--- src/rtl/stream_dwc_pkg.sv ---
// Shared types and elaboration helpers for the AXI-Stream lane-count converter.
package stream_dwc_pkg;

  typedef enum logic [1:0] {PASS, UP, DOWN} dwc_mode_e;
  typedef enum logic {EMPTY, HOLD} dwn_state_e;

  function automatic int pad8(input int bits);
    return ((bits + 7) / 8) * 8;
  endfunction

  function automatic dwc_mode_e dwc_mode(input int in_pe, input int out_pe);
    if (in_pe == out_pe) return PASS;
    if (out_pe > in_pe) return UP;
    return DOWN;
  endfunction

endpackage

--- src/rtl/stream_lane_dwc.sv ---
// Reshapes IN_PE elements per beat into OUT_PE elements per beat, preserving order.
//
// DOWN-mode state | meaning
// EMPTY           | no word held, output_tvalid low, ready for a new input word
// HOLD            | word held, slice sel_q presented on the output
module stream_lane_dwc
  import stream_dwc_pkg::*;
#(
  parameter int ELEM_WIDTH = 8,
  parameter int IN_PE = 1,
  parameter int OUT_PE = 1,
  localparam int IW = pad8(IN_PE * ELEM_WIDTH),
  localparam int OW = pad8(OUT_PE * ELEM_WIDTH)
) (
  input  logic          ap_clk,
  input  logic          ap_rst_n,
  input  logic          input_tvalid,
  output logic          input_tready,
  input  logic [IW-1:0] input_tdata,
  output logic          output_tvalid,
  input  logic          output_tready,
  output logic [OW-1:0] output_tdata
);

  localparam int IN_EW = IN_PE * ELEM_WIDTH;
  localparam int OUT_EW = OUT_PE * ELEM_WIDTH;
  localparam dwc_mode_e MODE = dwc_mode(IN_PE, OUT_PE);

  if (ELEM_WIDTH < 1 || IN_PE < 1 || OUT_PE < 1) begin : g_bad_size
    $error("stream_lane_dwc: ELEM_WIDTH, IN_PE and OUT_PE must be >= 1");
  end
  if (((IN_PE > OUT_PE) ? (IN_PE % OUT_PE) : (OUT_PE % IN_PE)) != 0) begin : g_bad_ratio
    $error("stream_lane_dwc: larger PE count must be a multiple of the smaller");
  end

  // Input padding bits carry no data; fold them into a sink so they count as consumed.
  logic unused_pad;
  assign unused_pad = ^input_tdata;

  logic [IN_EW-1:0] in_elems;
  assign in_elems = input_tdata[IN_EW-1:0];

  if (MODE == PASS) begin : g_pass
    logic [OUT_EW-1:0] obuf_q;
    logic              vld_q;
    logic              in_hs;

    assign input_tready  = ap_rst_n && (!vld_q || output_tready);
    assign in_hs         = input_tvalid && input_tready;
    assign output_tvalid = vld_q;
    assign output_tdata  = OW'(obuf_q);

    always_ff @(posedge ap_clk or negedge ap_rst_n) begin
      if (!ap_rst_n) begin
        obuf_q <= '0;
        vld_q  <= 1'b0;
      end else if (in_hs) begin
        obuf_q <= in_elems;
        vld_q  <= 1'b1;
      end else if (output_tready) begin
        vld_q <= 1'b0;
      end
    end

  end else if (MODE == UP) begin : g_up
    localparam int R = OUT_PE / IN_PE;
    localparam int CW = $clog2(R);

    logic [CW-1:0]         cnt_q;
    logic [(R-1)*IN_EW-1:0] asm_q;
    logic [OUT_EW-1:0]     obuf_q;
    logic                  vld_q;
    logic                  last_slot;
    logic                  in_hs;

    assign last_slot     = (cnt_q == CW'(R - 1));
    // Only the completing beat needs obuf free; lower slots keep filling during a stall.
    assign input_tready  = ap_rst_n && !(last_slot && vld_q && !output_tready);
    assign in_hs         = input_tvalid && input_tready;
    assign output_tvalid = vld_q;
    assign output_tdata  = OW'(obuf_q);

    always_ff @(posedge ap_clk or negedge ap_rst_n) begin
      if (!ap_rst_n) begin
        cnt_q  <= '0;
        asm_q  <= '0;
        obuf_q <= '0;
        vld_q  <= 1'b0;
      end else if (in_hs && last_slot) begin
        obuf_q <= {in_elems, asm_q};
        vld_q  <= 1'b1;
        cnt_q  <= '0;
      end else begin
        if (output_tready) vld_q <= 1'b0;
        if (in_hs) begin
          for (int k = 0; k < R - 1; k++) begin
            if (cnt_q == CW'(k)) asm_q[k*IN_EW +: IN_EW] <= in_elems;
          end
          cnt_q <= cnt_q + CW'(1);
        end
      end
    end

  end else begin : g_down
    localparam int R = IN_PE / OUT_PE;
    localparam int CW = $clog2(R);

    dwn_state_e        state_q;
    logic [CW-1:0]     sel_q;
    logic [IN_EW-1:0]  hold_q;
    logic [OUT_EW-1:0] slice;
    logic              last_sel;
    logic              in_hs;

    assign last_sel      = (sel_q == CW'(R - 1));
    assign input_tready  = ap_rst_n && ((state_q == EMPTY) || (last_sel && output_tready));
    assign in_hs         = input_tvalid && input_tready;
    assign output_tvalid = (state_q == HOLD);
    assign output_tdata  = OW'(slice);

    always_comb begin
      slice = '0;
      for (int k = 0; k < R; k++) begin
        if (sel_q == CW'(k)) slice = hold_q[k*OUT_EW +: OUT_EW];
      end
    end

    always_ff @(posedge ap_clk or negedge ap_rst_n) begin
      if (!ap_rst_n) begin
        state_q <= EMPTY;
        sel_q   <= '0;
        hold_q  <= '0;
      end else begin
        case (state_q)
          EMPTY: begin
            if (in_hs) begin
              hold_q  <= in_elems;
              sel_q   <= '0;
              state_q <= HOLD;
            end
          end
          HOLD: begin
            if (output_tready) begin
              if (!last_sel) begin
                sel_q <= sel_q + CW'(1);
              end else if (in_hs) begin
                hold_q <= in_elems;
                sel_q  <= '0;
              end else begin
                state_q <= EMPTY;
              end
            end
          end
          default: state_q <= EMPTY;
        endcase
      end
    end
  end

endmodule
--- config.mk ---
export PLATFORM = sky130hd
export DESIGN_NAME = stream_lane_dwc
export DESIGN_NICKNAME = d
export VERILOG_FILES = /design/src/rtl/stream_dwc_pkg.sv /design/src/rtl/stream_lane_dwc.sv
export SDC_FILE = /design/constraint.sdc
export NUM_CORES = 1
export LEC_CHECK = 0
export ABC_AREA = 1
export CAP_MARGIN = 20
export CORE_AREA = 5 5 42 44
export CTS_BUF_LIST = sky130_fd_sc_hd__clkbuf_2
export CTS_CLUSTER_DIAMETER = 150
export DETAILED_ROUTE_END_ITERATION = 12
export DIE_AREA = 0 0 47 49
export RECOVER_POWER = 100
export SLEW_MARGIN = 10
export SYNTH_ARGS = -nofsm -noshare
export SYNTH_HDL_FRONTEND = slang
export SYNTH_SLANG_ARGS = --single-unit
--- constraint.sdc ---
create_clock -name ap_clk -period 1.2 [get_ports ap_clk]
set_input_delay 0.24 -clock ap_clk [delete_from_list [all_inputs] [get_ports ap_clk]]
set_output_delay 0.24 -clock ap_clk [all_outputs]
set_load 0.05 [all_outputs]
Word level (Yosys, flattened, before mapping)
Cells that the tools add are included.

storage, ports and cells
  register bits after elaboration = 9
  latch bits = 0
  RAM bits = 0
  memory bits (read-only) = 0
  bits of input ports = 12
  output and inout port bits = 10
  word-level logic and storage cells = 9
  memories kept = 0

cells by class
  add/sub/neg operators = 0
  multiply operators = 0
  div/mod/pow operators = 0
  order comparisons = 0
  eq/ne operators = 0
  shifts and indexed selects = 0
  multiplexer cells = 2
  bitwise logic cells = 0
  reduce and logical (&&, ||, !) cells = 5

operators by type and width
  cell                number
  1-bit logical AND   2
  1-bit 2-to-1 mux    2
  2-bit nonzero test  1
  1-bit zero test     1
  1-bit logical OR    1

Logic depth before layout (Yosys ltp)
  depth after elaboration = 5
  depth in mapped cells = 5
  depth with buffers taken out = 5

Worst setup path before layout
No wires, ideal clock.

  kind = register -> output
  start = register g_pass.vld_q (netlist: output_tvalid)
  end = output input_tready
  data arrival time = 1806 ps
  required time = 960 ps
  slack = -846 ps
  stages on the path, launching flop included = 2
  buffers on the path = 0
  cells stage by stage = dfrtp_1 -> a21boi_0

on the way
  cells in the longest elaborated chain, start to end = 3

RTL lines
  item                    line                   source
  start, declared         stream_lane_dwc.sv:45  logic vld_q;
  start signal, assigned  stream_lane_dwc.sv:56  vld_q <= 1'b0;
  start signal, assigned  stream_lane_dwc.sv:59  vld_q <= 1'b1;
  start signal, assigned  stream_lane_dwc.sv:61  vld_q <= 1'b0;
  1-bit zero test         stream_lane_dwc.sv:48  assign input_tready = ap_rst_n && (!vld_q || output_tready);
  1-bit logical OR        stream_lane_dwc.sv:48
  1-bit logical AND       stream_lane_dwc.sv:48
  end, declared           stream_lane_dwc.sv:18  output logic input_tready,

No other way between the ends.

Final worst setup path
Ends and elaborated chain as after synthesis.

==> impl_metrics.toml <==
[run_status]
status = "finished with violations"
violations = "setup timing"

[run]
maxCapViolCount = 0

[synth]
yosysWarnings = 0
ys_ff_latch = 9
yosysSeqAreaShare_pct = 57.1
syn_avg_cell_area_um2 = 9.85
netlist_instances = 40
synth_nets = 52
ys_types = 8
synth.cell_area_um2 = 394

[floorplan]
io-pin-count = 22
die-area_um2 = 2300
initial_core_util_pct = 28.1
fp.dieH_um = 49
rows = 14
coreArea_um2 = 1400
die_width_um = 47

[sta]
fin_setup_tns_ns = -0.0155
min_period_ns = 1.21
max_freq_mhz = 826
worst_pin_slew_ns = 0.416
fin_ws_ns = -0.0104
finalCritPeriodShare_pct = 101
hold_viol = 0
rsz0062_at_grt = "yes"
fin_skew_ns = 0.00139
drv_slew = 0
slew-limit-headroom_pct = 72.3
finalSetupViolCount = 2

[critical_path]
crit_slowest_cell = "dfrtp_2"
r2r_start = "output_tvalid"
worstPathRequired_ns = 0.96
critical_path_arrival_ns = 0.97
critical_path.max_fanout = 2
r2r_slack_ns = 0.09
cp-end-kind = "primary output"
critical_path_class = "reg -> out"
rr_worst_depth = 5
crit_chain = "a21boi_4 > buf_12"
crit_path_start_kind = "flop"
reg2reg_to = "output_tdata[2]"
worst_path_largest_cell_delay_ns = 0.43

[clock_network]
clock_latency_ns = 0.23
cts.sinks = 9
cts.reportedPaths.clkPinSlew_ns = 0.09
cts.htree.levels = 1
tritoncts = "yes"
clk_path_buf_depth = 2
cts_made_buffers = 3
clockRootBuffer = "clkbuf_2"

[placed_design]
place_hpwl_um = 766
routabilityCongestion = 0.640
post_dp_cell_area_um2 = 767
pre_cts_ws_ns = -0.241
port_buffers = 21
dp_cells = 81

[power_and_ir_drop]
p_clk_share_pct = 19.6
power_leakage_nw = 0.357
seq_power_share_pct = 39.1
pwr_density_cell_nw_per_um2 = 1420
switchingPower_mw = 0.389
comb_power_share_pct = 41.3
p_total_mw = 0.961
peakVddDrop_mv = 0.567
swShare_pct = 40.5
power.internal_mw = 0.572

[grt]
grt_pass1_vias = 405
grt_first_pass_wirelength_um = 1770
grt_overflow_total = 0
grt_max_degree = 10
antenna_found_initial = 0
track_usage_pct = 10.4

[finish]
mostFrequentLayoutCell = "nand2_1"
diodes = 0
final_nets = 85
synthToLayoutAreaGrowth_pct = 72.4
drive_above_1_share_pct = 34.7
nFillCells = 154
fin_cells = 88
final_cell_mix = "nand2_1, clkdlybuf4s50_1, nand4_1, dfrtp_1"
stdcell_area_um2 = 679

[drt]
firstDrtPassIters = 2
via_count = 404
viasPerCell = 4.59
wl_um = 1020
drcViolationCount = 0
ant_nets = 0
wl_per_cell_um = 11.6
drtIter0Drc = 5

[worst_hold_path]
hold_class = "in -> async"
==> worst max-delay path by stage <==
stage | start | end | slack (ns) | cells after the start
floorplan | output_tvalid | input_tready | 0.05 | 1
detailed placement | ap_rst_n | input_tready | -0.24 | 3
finish | output_tvalid | input_tready | -0.01 | 2
global route | output_tvalid | input_tready | -0.06 | 2
global placement | ap_rst_n | input_tready | -0.23 | 3
CTS | output_tvalid | input_tready | -0.04 | 2
==> layout make-up <==
| class | count | area, um^2 | area share (%) |
|---|---|---|---|
| Sequential cell | 9 | 226 | 33.3 |
| Timing Repair Buffer | 30 | 255 | 37.6 |
| Inverter | 1 | 3.75 | 0.552 |
| Multi-Input combinational cell | 28 | 154 | 22.7 |
| Clock buffer | 4 | 20.0 | 2.95 |
| Tap cell | 16 | 20.0 | 2.95 |
==> synth_stat cells <==
master	count	area (um^2)
nand4_1	8	50.1
a21boi_0	1	7.51
nand2_4	1	11.3
nand3_4	1	17.5
buf_4	2	15.0
nand2_1	17	63.8
dfrtp_1	9	225
inv_2	1	3.75
==> routing by layer <==
| metal | wire [um] | up-vias | track usage, % | share of wire, % |
|---|---|---|---|---|
| met4 | 0 | 0 | 5.53 | 0 |
| met3 | 98 | 0 | 3.32 | 9.6 |
| met1 | 432 | 190 | 14.2 | 42 |
| met2 | 494 | 15 | 14.0 | 48 |
| li1 | - | 199 | - | - |
| met5 | 0 | - | 0 | 0 |
==> state kept, by name (all words and copies together) (netlist names) <==
register and cells:
output_tdata 8, output_tvalid 1
==> per-stage QoR <==
step                utilization (%)  hold slack, ns
floorplan                         -         -0.0556
global placement               54.7           0.460
detailed placement             54.7           0.463
CTS                            57.8           0.106
global route                   48.5           0.211
finish                         48.5           0.196
==> critical path: cells and delay by family (launching register included) <==
family	cells	cell delay [ns]
compound gates	1	0.16
buf+inv	1	0.15
flops	1	0.43
==> power groups by stage <==
stage / clock, mW / combinational, mW / sequential, mW
2_1_floorplan: 0 / 0.0795 / 0.548
3_5_place_dp: 0 / 0.522 / 0.411
6_report: 0.188 / 0.397 / 0.376
4_1_cts: 0.196 / 0.535 / 0.403
5_1_grt: 0.206 / 0.422 / 0.383
3_3_place_gp: 0 / 0.518 / 0.411
==> kinds of logic after synthesis <==
| logic type | Yosys count | share of synthesized area, % |
|---|---|---|
| compound gates | 1 | 1.91 |
| buf+inv | 3 | 4.76 |
| simple gates | 27 | 36.2 |
| flops | 9 | 57.1 |
==> timing repair <==
action | CTS | global route
pin swaps | 1 | 1
endpoints found under the hold margin | 2 | 0
gates resized for setup | 2 | 0
setup buffers | 2 | 0
hold buffers | 1 | 0
setup endpoints to repair | 1 | 2
(Power assumes the default switching activity.)
